===== src/rtl/pg_precompute_stage.sv =====
`default_nettype none
// ============================================================================
//  Module   : pg_precompute_stage
//  Purpose  : Level-1 front end for parallel-prefix adders. Forms per-bit
//             generate (a & b) and propagate (a ^ b) in the first register
//             stage, then carries G/P, carry-in and a valid flag through
//             DEPTH-1 pure buffer stages so the prefix tree receives
//             time-aligned vectors.
//  Ports    : clk       - rising-edge clock
//             rst       - asynchronous active-high reset (clears every stage)
//             hold      - freezes every stage, valid bits included
//             in_valid  - qualifies a/b/cin this cycle
//             a, b      - operands, WIDTH bits
//             cin       - carry-in
//             out_valid - qualifies g/p/cin_out
//             g, p      - registered generate / propagate vectors
//             cin_out   - carry-in delayed by DEPTH stages
//  Options  : PG_CIN_MERGE_EN - when defined, bit 0 absorbs the carry-in
//             (g[0] = G0 | P0&cin, p[0] = 0); cin_out is still delayed.
//  Revision : 1.0 - initial release
// ============================================================================
module pg_precompute_stage #(
   parameter int WIDTH = 32,
   parameter int DEPTH = 2
) (
   input  logic             clk,
   input  logic             rst,
   input  logic             hold,
   input  logic             in_valid,
   input  logic [WIDTH-1:0] a,
   input  logic [WIDTH-1:0] b,
   input  logic             cin,
   output logic             out_valid,
   output logic [WIDTH-1:0] g,
   output logic [WIDTH-1:0] p,
   output logic             cin_out
);

   // Pipeline storage; index 0 is the G/P-forming stage, DEPTH-1 drives ports.
   logic [WIDTH-1:0] r_g [DEPTH];
   logic [WIDTH-1:0] r_p [DEPTH];
   logic             r_v [DEPTH];
   logic             r_c [DEPTH];

   logic [WIDTH-1:0] w_g;
   logic [WIDTH-1:0] w_p;

   // Bitwise generate/propagate; no information crosses bit positions.
   always_comb begin
      w_g = a & b;
      w_p = a ^ b;
`ifdef PG_CIN_MERGE_EN
      // Fold carry-in into bit 0 so the tree sees a carry-free LSB group.
      // p[0] is forced low, which keeps g & p == 0 intact.
      w_g[0] = (a[0] & b[0]) | ((a[0] ^ b[0]) & cin);
      w_p[0] = 1'b0;
`endif
   end

   always_ff @(posedge clk or posedge rst) begin
      if (rst) begin
         for (int k = 0; k < DEPTH; k++) begin
            r_g[k] <= '0;
            r_p[k] <= '0;
            r_v[k] <= 1'b0;
            r_c[k] <= 1'b0;
         end
      end else if (!hold) begin
         // Data loads regardless of in_valid; only the valid bit qualifies it.
         r_g[0] <= w_g;
         r_p[0] <= w_p;
         r_v[0] <= in_valid;
         r_c[0] <= cin;
         for (int k = 1; k < DEPTH; k++) begin
            r_g[k] <= r_g[k-1];
            r_p[k] <= r_p[k-1];
            r_v[k] <= r_v[k-1];
            r_c[k] <= r_c[k-1];
         end
      end
   end

   assign g         = r_g[DEPTH-1];
   assign p         = r_p[DEPTH-1];
   assign out_valid = r_v[DEPTH-1];
   assign cin_out   = r_c[DEPTH-1];

endmodule
`default_nettype wire


===== config.mk =====
export PLATFORM = sky130hd
export DESIGN_NAME = pg_precompute_stage
export DESIGN_NICKNAME = d
export VERILOG_FILES = /design/src/rtl/pg_precompute_stage.sv
export SDC_FILE = /design/constraint.sdc
export NUM_CORES = 1
export LEC_CHECK = 0
export CAP_MARGIN = 20
export CORE_MARGIN = 1
export CORE_UTILIZATION = 51
export CTS_BUF_LIST = sky130_fd_sc_hd__clkbuf_16
export DETAILED_ROUTE_END_ITERATION = 12
export GPL_ROUTABILITY_DRIVEN = 1
export GPL_TIMING_DRIVEN = 0
export MAX_ROUTING_LAYER = met4
export PLACE_DENSITY_LB_ADDON = 0.25
export SLEW_MARGIN = 20
export SYNTH_ARGS = -nofsm -noshare
export SYNTH_HDL_FRONTEND = slang
export SYNTH_SLANG_ARGS = --single-unit

===== constraint.sdc =====
create_clock -name clk -period 4.82 [get_ports clk]
set_input_delay 0.723 -clock clk [delete_from_list [all_inputs] [get_ports clk]]
set_output_delay 0.723 -clock clk [all_outputs]
set_load 0.01 [all_outputs]

==> results of run 1 <==
cell usage in the layout, fill, tap and decap left out, drive strengths merged:
cell type / instances
ha: 32
dfrtp: 132
inv: 6
clkinv: 7
bufinv: 1
clkbuf: 17
mux2: 132
buf: 80
clkdlybuf4s50: 133
logic make-up after synthesis:
family	after synthesis	share of synthesized area
multiplexers	132	0.292
buffers and inverters	80	0.102
flip-flops	132	0.540
adder cells (fa/ha/maj)	32	0.0655
final timing paths:
check | to | slack (ps)
min in group asynchronous | p[9] | 630
max reg2reg | g[1] | 4030
min reg2reg | r_p[41] | 500
min | r_p[41] | 500
max | g[2] | 2680
max in group asynchronous | r_g[34] | 3430
layout make-up:
class,instances,area share
Multi-Input combinational cell,164,0.268
Timing Repair Buffer,134,0.166
Inverter,1,0.00138
Sequential cell,132,0.404
Buffer,79,0.0761
Clock buffer,17,0.0521
Tap cell,143,0.0219
Clock inverter,13,0.00996
power by group:
group | internal [W] | total [W] | switching [W]
clock network | 0.000682 | 0.00112 | 0.000436
registers | 0.00127 | 0.00135 | 0.0000847
logic | 0.000493 | 0.000712 | 0.000219
total | 0.00244 | 0.00318 | 0.000740
routing by layer:
metal	vias up	GRT usage	wire length, um
li1	1551	-	-
met1	1669	0.238	4690
met2	94	0.333	5570
met3	22	0.0615	584
met4	0	0.0865	221
met5	-	-	0
through the flow:
step / std cells / total power (W) / worst slack [ps] / cell area [sq um] / TNS [ps]
6_report: 683 / 0.00318 / 2680 / 8170 / 0
5_1_grt: 683 / 0.00333 / 2620 / 8170 / 0
4_1_cts: 683 / 0.00322 / 2640 / 8170 / 0
3_5_place_dp: 653 / 0.00209 / 2960 / 7660 / 0
3_3_place_gp: 652 / 0.00206 / -1060 / 7630 / -139410
2_1_floorplan: 376 / 0.00177 / 571 / 6120 / 0
flip-flops by register name (all words and copies together) (netlist names):
| signal | count |
|---|---|
| r_g | 32 |
| cin_out | 1 |
| out_valid | 1 |
| g | 32 |
| r_v | 1 |
| r_p | 32 |
| p | 32 |
| r_c | 1 |
==> impl_metrics.env, run 1 <==
export IMPL_final_min_clock_period_ps=2140
export IMPL_coreArea_sq_mm=0.0116
export IMPL_grt_pass1_wl_um=18800
export IMPL_die_height_um=112
export IMPL_synth_top_area_frac=0.540
export IMPL_clockBufferDepth=2
export IMPL_clockRootBuffer="clkbuf_16"
export IMPL_numCtsBuffers=17
export IMPL_async_flop_share=1.00
export IMPL_avgSynthCellArea_sq_um=16.3
export IMPL_gp_congestion=0.752
export IMPL_synthTopCellsByArea="dfrtp_1 (54%), mux2_4 (20%), mux2_2 (9.6%), buf_4 (7.9%), ha_1 (6.5%)"
export IMPL_die_area_sq_mm=0.0124
export IMPL_ys_types=9
export IMPL_synthTopCellsByCount="dfrtp_1 (132), mux2_4 (80), buf_4 (64), mux2_2 (52), ha_1 (32)"
export IMPL_drive_above_1_share=0.437
export IMPL_reg2reg_from="r_g[33]"
export IMPL_maxSlewHeadroom=0.643
export IMPL_tightest_slew_ps=535
export IMPL_num_fill_cells=801
export IMPL_grt_max_degree=113
export IMPL_whs_ps=498
export IMPL_wl_per_cell_um=16.2
export IMPL_hold_violations=0
export IMPL_clkLatencyLatePin_ps=410
export IMPL_yosys_area_top_type="dfrtp_1"
export IMPL_cp_startpoint="g[2]"
export IMPL_row_count=39
export IMPL_reg2reg_depth=1
export IMPL_min_path_cells=1
export IMPL_post_cts_buffers=0
export IMPL_cpPeakStageDelay_ps=540
export IMPL_fmax_ghz=0.467
export IMPL_synth_main_ff_cell="dfrtp_1"
export IMPL_grt_ovfl_total=0
export IMPL_cp_slowest_cell="clkdlybuf4s50_1"
export IMPL_start_util=0.529
export IMPL_powerDensity_mw_per_mm2=389
export IMPL_die_w_um=112
export IMPL_viasPerCell=4.88
export IMPL_cp_max_fo=2
export IMPL_crit_family="buffers and inverters"
export IMPL_start_kind="flop"
export IMPL_clkTransAtPathRegs_ps=50
export IMPL_antenna_found_initial=0
export IMPL_drt_wl_total_um=11100
export IMPL_seq_area_frac_synth=0.540
export IMPL_first_global_vias=3740
export IMPL_period_share=0.445
export IMPL_ys_ff_latch=132
export IMPL_syn_num_nets=477
export IMPL_arrival_ps=1420
export IMPL_cts_resized=0
export IMPL_worst_path_buf_inv=2
export IMPL_routed_via_count=3336
export IMPL_hpwl_um=7700
export IMPL_seqCellArea_sq_mm=0.00330
export IMPL_track_usage=0.205
export IMPL_ctsHoldBuffers=0
export IMPL_crit_cells=2
export IMPL_syn_to_final_growth_pct=33.6
export IMPL_ant_nets=0
export IMPL_utilization=0.706
export IMPL_leakage_nw=3.93
export IMPL_synth_warnings=0
export IMPL_hold_start="r_p[41]"
export IMPL_yosysMostFrequentCell="dfrtp_1"
export IMPL_finalSetupViolCount=0
export IMPL_status="finished with violations"
export IMPL_ioPinCount=135
export IMPL_hp_class="reg2reg"
export IMPL_required_ps=4100
export IMPL_slew_violations=0
export IMPL_nets=630
export IMPL_syn_cell_area_sq_mm=0.00612
export IMPL_dr_pass1_iters=8
export IMPL_rsz0062_at_grt="no"
export IMPL_antennaDiodeCount=0
export IMPL_violations="design-rule violations"
export IMPL_ir_worst_vdd_mv=0.236
export IMPL_postSynthCellCount=376
export IMPL_clock_sinks=132
export IMPL_synth_edff_count=0
export IMPL_maxCapViolCount=0
export IMPL_setup_worst_path_end_class="primary output"
export IMPL_drt_iter0_drc=139
export IMPL_port_buffers=133
export IMPL_path_cells="buf_4, clkdlybuf4s50_1"
export IMPL_drc=11
export IMPL_tritoncts="done"
export IMPL_htreeDepth=4
export IMPL_worst_clock_skew_ps=4.24
export IMPL_multi_input_area_sq_mm=0.00219
export IMPL_critPathKind="reg2out"
Power figures use the tool's default switching activity.
==> inputs of run 2 (changes only) <==
- CORE_UTILIZATION: 51 -> 46
- clock period: 4.82 -> 1.8 ns (I/O delays scaled with it)
==> impl_metrics.env, run 2 (synthesis results as in run 1) <==
export IMPL_p_sw_w=0.00197
export IMPL_switching_share=0.232
export IMPL_drt_wl_total_um=11200
export IMPL_num_fill_cells=966
export IMPL_hpwl_um=7810
export IMPL_start_util=0.479
export IMPL_ioPinCount=135
export IMPL_p_seq_frac=0.424
export IMPL_arrival_ps=1430
export IMPL_rsz0062_at_grt="no"
export IMPL_dr_pass1_iters=4
export IMPL_critPathKind="reg2out"
export IMPL_fmax_ghz=0.589
export IMPL_antennaDiodeCount=0
export IMPL_total_power_w=0.00851
export IMPL_final_cell_mix="clkdlybuf4s50_1 (133), dfrtp_1 (132), mux2_4 (80)"
export IMPL_maxCapViolCount=0
export IMPL_clockRootBuffer="clkbuf_16"
export IMPL_drc=0
export IMPL_path_cells="buf_4, clkdlybuf4s50_1"
export IMPL_gp_congestion=0.725
export IMPL_setup_worst_path_end_class="primary output"
export IMPL_multi_input_area_sq_mm=0.00219
export IMPL_final_min_clock_period_ps=1700
export IMPL_drive_above_1_share=0.437
export IMPL_seqCellArea_sq_mm=0.00330
export IMPL_final_common_cell="clkdlybuf4s50_1"
export IMPL_clockBufferDepth=2
export IMPL_powerDensity_mw_per_mm2=1030
export IMPL_clock_sinks=132
export IMPL_routed_via_count=3327
export IMPL_wl_per_cell_um=15.7
export IMPL_period_share=0.943
export IMPL_numCtsBuffers=17
export IMPL_worst_clock_skew_ps=4.29
export IMPL_post_cts_buffers=0
export IMPL_first_global_vias=3781
export IMPL_cp_max_fo=2
export IMPL_htreeDepth=4
export IMPL_clkTransAtPathRegs_ps=50
export IMPL_clkLatencyLatePin_ps=410
export IMPL_cp_slowest_cell="clkdlybuf4s50_1"
export IMPL_tightest_slew_ps=735
export IMPL_ctsHoldBuffers=0
export IMPL_maxSlewHeadroom=0.509
export IMPL_die_w_um=117
export IMPL_p_int_w=0.00654
export IMPL_min_path_cells=3
export IMPL_crit_family="buffers and inverters"
export IMPL_tritoncts="done"
export IMPL_status="complete, no violations"
export IMPL_p_clk_frac=0.350
export IMPL_cts_resized=0
export IMPL_nets=632
export IMPL_finalInstanceArea_sq_mm=0.00823
export IMPL_start_kind="flop"
export IMPL_finalSetupTns_ps=0
export IMPL_syn_to_final_growth_pct=34.6
export IMPL_required_ps=1530
export IMPL_row_count=41
export IMPL_viasPerCell=4.66
export IMPL_die_area_sq_mm=0.0138
export IMPL_hold_violations=0
export IMPL_grt_max_degree=36
export IMPL_coreArea_sq_mm=0.0128
export IMPL_cpPeakStageDelay_ps=550
export IMPL_die_height_um=117
export IMPL_grt_ovfl_total=0
export IMPL_ir_worst_vdd_mv=0.566
export IMPL_port_buffers=133
export IMPL_leakage_nw=3.94
export IMPL_grt_pass1_wl_um=19100
export IMPL_combPwrFrac=0.225
export IMPL_finalSetupViolCount=0
export IMPL_setup_ws_ps=103
export IMPL_hp_class="in2reg"
export IMPL_ant_nets=0
export IMPL_pre_cts_slack_ps=118
export IMPL_drt_iter0_drc=85
export IMPL_worst_path_buf_inv=2
export IMPL_placed_cell_area_sq_mm=0.00773
export IMPL_slew_violations=0
export IMPL_reg2reg_depth=1
export IMPL_track_usage=0.188
export IMPL_antenna_found_initial=0
export IMPL_crit_cells=2
run 2: area by class of cell:
type / instances / area share
Clock inverter: 13 / 0.00973
Clock buffer: 17 / 0.0517
Buffer: 79 / 0.0755
Multi-Input combinational cell: 164 / 0.266
Inverter: 1 / 0.000912
Tap cell: 172 / 0.0261
Sequential cell: 132 / 0.401
Timing Repair Buffer: 136 / 0.169
run 2: per-layer routing:
metal	wire length (um)	part of all wire	vias to the layer above	GRT usage
li1	-	-	1551	-
met1	4810	0.43	1669	0.228
met2	5640	0.50	88	0.290
met3	526	0.047	19	0.0482
met4	212	0.019	0	0.0925
met5	0	0	-	-
run 2: path summary, 6_finish.rpt:
check / to / slack (ps) / startpoint
hold / removal: r_p[54] / 280 / hold
max in group asynchronous: g[24] / 610 / rst
hold reg to reg: r_p[41] / 490 / r_p[41]
setup reg to reg: g[25] / 1010 / r_g[57]
min in group asynchronous: r_g[52] / 340 / rst
setup / recovery: g[2] / 100 / g[2]
run 2: stage by stage:
step / cells / util / hold slack [ps]
3_5_place_dp: 684 / 0.605 / 491
4_1_cts: 714 / 0.644 / 266
5_1_grt: 714 / 0.644 / 285
6_report: 714 / 0.644 / 284
3_3_place_gp: 681 / 0.600 / 482
2_1_floorplan: 376 / - / 419
run 2: power groups by stage:
stage | combinational [W] | sequential (W) | clock [W]
finish | 0.00192 | 0.00361 | 0.00298
floorplan | 0.00116 | 0.00359 | 0
global route | 0.00206 | 0.00367 | 0.00323
CTS | 0.00195 | 0.00361 | 0.00306
detailed placement | 0.00194 | 0.00366 | 0
global placement | 0.00189 | 0.00363 | 0
run 2: worst min-delay path: stages:
cell	delay, ps
buf_6	90
buf_8	140
mux2_2	150
==> inputs of run 3 (changes only) <==
- ABC_AREA: default -> 0
- CORE_UTILIZATION: 46 -> 25
==> impl_metrics.env, run 3 (synthesis results as in run 1) <==
export IMPL_fmax_ghz=0.592
export IMPL_p_sw_w=0.00212
export IMPL_gp_congestion=0.689
export IMPL_arrival_ps=1420
export IMPL_viasPerCell=3.81
export IMPL_hpwl_um=8700
export IMPL_period_share=0.938
export IMPL_post_cts_buffers=0
export IMPL_drive_above_1_share=0.454
export IMPL_setup_worst_path_end_class="primary output"
export IMPL_p_seq_frac=0.395
export IMPL_ir_worst_vdd_mv=0.487
export IMPL_die_height_um=158
export IMPL_ant_nets=0
export IMPL_critPathKind="reg2out"
export IMPL_leakage_nw=3.98
export IMPL_clkTransAtPathRegs_ps=60
export IMPL_num_fill_cells=2271
export IMPL_clock_sinks=132
export IMPL_cp_max_fo=2
export IMPL_antennaDiodeCount=0
export IMPL_syn_to_final_growth_pct=39.7
export IMPL_hp_class="in2async"
export IMPL_worst_clock_skew_ps=5.72
export IMPL_combPwrFrac=0.211
export IMPL_clockBufferDepth=2
export IMPL_drt_wl_total_um=12400
export IMPL_drc=0
export IMPL_rsz0062_at_grt="no"
export IMPL_die_w_um=158
export IMPL_tritoncts="done"
export IMPL_start_kind="flop"
export IMPL_cts_resized=0
export IMPL_ctsHoldBuffers=0
export IMPL_htreeDepth=4
export IMPL_nets=633
export IMPL_coreArea_sq_mm=0.0238
export IMPL_final_common_cell="clkdlybuf4s50_1"
export IMPL_drt_iter0_drc=75
export IMPL_maxCapViolCount=0
export IMPL_ioPinCount=135
export IMPL_first_global_vias=3626
export IMPL_hold_violations=0
export IMPL_clkLatencyLatePin_ps=410
export IMPL_die_area_sq_mm=0.0251
export IMPL_p_clk_frac=0.394
export IMPL_antenna_found_initial=0
export IMPL_slew_violations=0
export IMPL_finalSetupViolCount=0
export IMPL_wl_per_cell_um=14.3
export IMPL_port_buffers=133
export IMPL_powerDensity_mw_per_mm2=1070
export IMPL_row_count=56
export IMPL_whs_ps=221
export IMPL_numCtsBuffers=17
export IMPL_clockRootBuffer="clkbuf_16"
export IMPL_finalInstanceArea_sq_mm=0.00854
export IMPL_grt_pass1_wl_um=19600
export IMPL_dr_pass1_iters=4
export IMPL_routed_via_count=3288
export IMPL_switching_share=0.232
export IMPL_final_cell_mix="clkdlybuf4s50_1 (133), dfrtp_1 (132), mux2_4 (80)"
export IMPL_grt_max_degree=35
export IMPL_required_ps=1530
export IMPL_grt_ovfl_total=0
export IMPL_track_usage=0.109
export IMPL_final_min_clock_period_ps=1690
export IMPL_start_util=0.257
export IMPL_p_int_w=0.00702
export IMPL_status="complete, no violations"
export IMPL_placed_cell_area_sq_mm=0.00793
export IMPL_tightest_slew_ps=414
export IMPL_maxSlewHeadroom=0.723
run 3: cell count changes in the layout (fill, tap and decap cells not counted), sizes merged:
| cell | before | now |
|---|---|---|
| buf | 82 | 83 |
| bufinv | 1 | 4 |
| clkinv | 8 | 7 |
| clkinvlp | 1 | 3 |
| inv | 4 | 1 |
run 3: critical path, cell delays in order, from the launching register on:
cell	delay, ps
dfrtp_1	360
buf_4	110
clkdlybuf4s50_1	540
run 3: through the flow:
step | utilization | total power (W) | setup slack (ps) | setup TNS [ps] | cells
4_1_cts | 0.360 | 0.00933 | 74.6 | 0 | 863
6_report | 0.360 | 0.00914 | 111 | 0 | 863
3_3_place_gp | 0.330 | 0.00557 | -1330 | -173640 | 828
2_1_floorplan | - | 0.00475 | -107 | -14150 | 376
3_5_place_dp | 0.334 | 0.00562 | 355 | 0 | 832
5_1_grt | 0.360 | 0.00960 | 40.0 | 0 | 863
run 3: final timing paths:
check | from | cells after the start | slack [ps] | to
worst max-delay path | g[6] | 2 | 110 | g[6]
worst min-delay path | rst | 2 | 220 | r_c[1]
worst max register to register | r_g[48] | 1 | 1020 | g[16]
worst min register to register | r_p[34] | 1 | 500 | r_p[34]
max in group asynchronous | rst | 4 | 840 | r_g[48]
min in group clk | hold | 3 | 310 | r_p[55]
run 3: cell type report:
class                   count  area (sq um)  share of cell area
repair buffers            137          1410               0.165
multi-input cells         164          2190               0.256
plain buffers              79           622              0.0728
well taps                 319           399              0.0467
clock buffers              17           425              0.0498
clock inverters            14           186              0.0218
inverters                   1          7.51            0.000879
flip-flops and latches    132          3300               0.387
run 3: power groups by stage:
stage          Clock (W)  Sequential, W  Combinational (W)
6_report         0.00360        0.00361            0.00193
5_1_grt          0.00385        0.00366            0.00209
4_1_cts          0.00374        0.00361            0.00197
3_5_place_dp           0        0.00366            0.00196
3_3_place_gp           0        0.00364            0.00192
2_1_floorplan          0        0.00359            0.00116
run 3: layer usage:
metal | vias up | wire length, um | share of wire | GRT usage
li1 | 1547 | - | - | -
met1 | 1638 | 5820 | 0.47 | 0.136
met2 | 92 | 5790 | 0.47 | 0.165
met3 | 11 | 566 | 0.046 | 0.0313
met4 | 0 | 186 | 0.015 | 0.0426
met5 | - | 0 | 0 | -
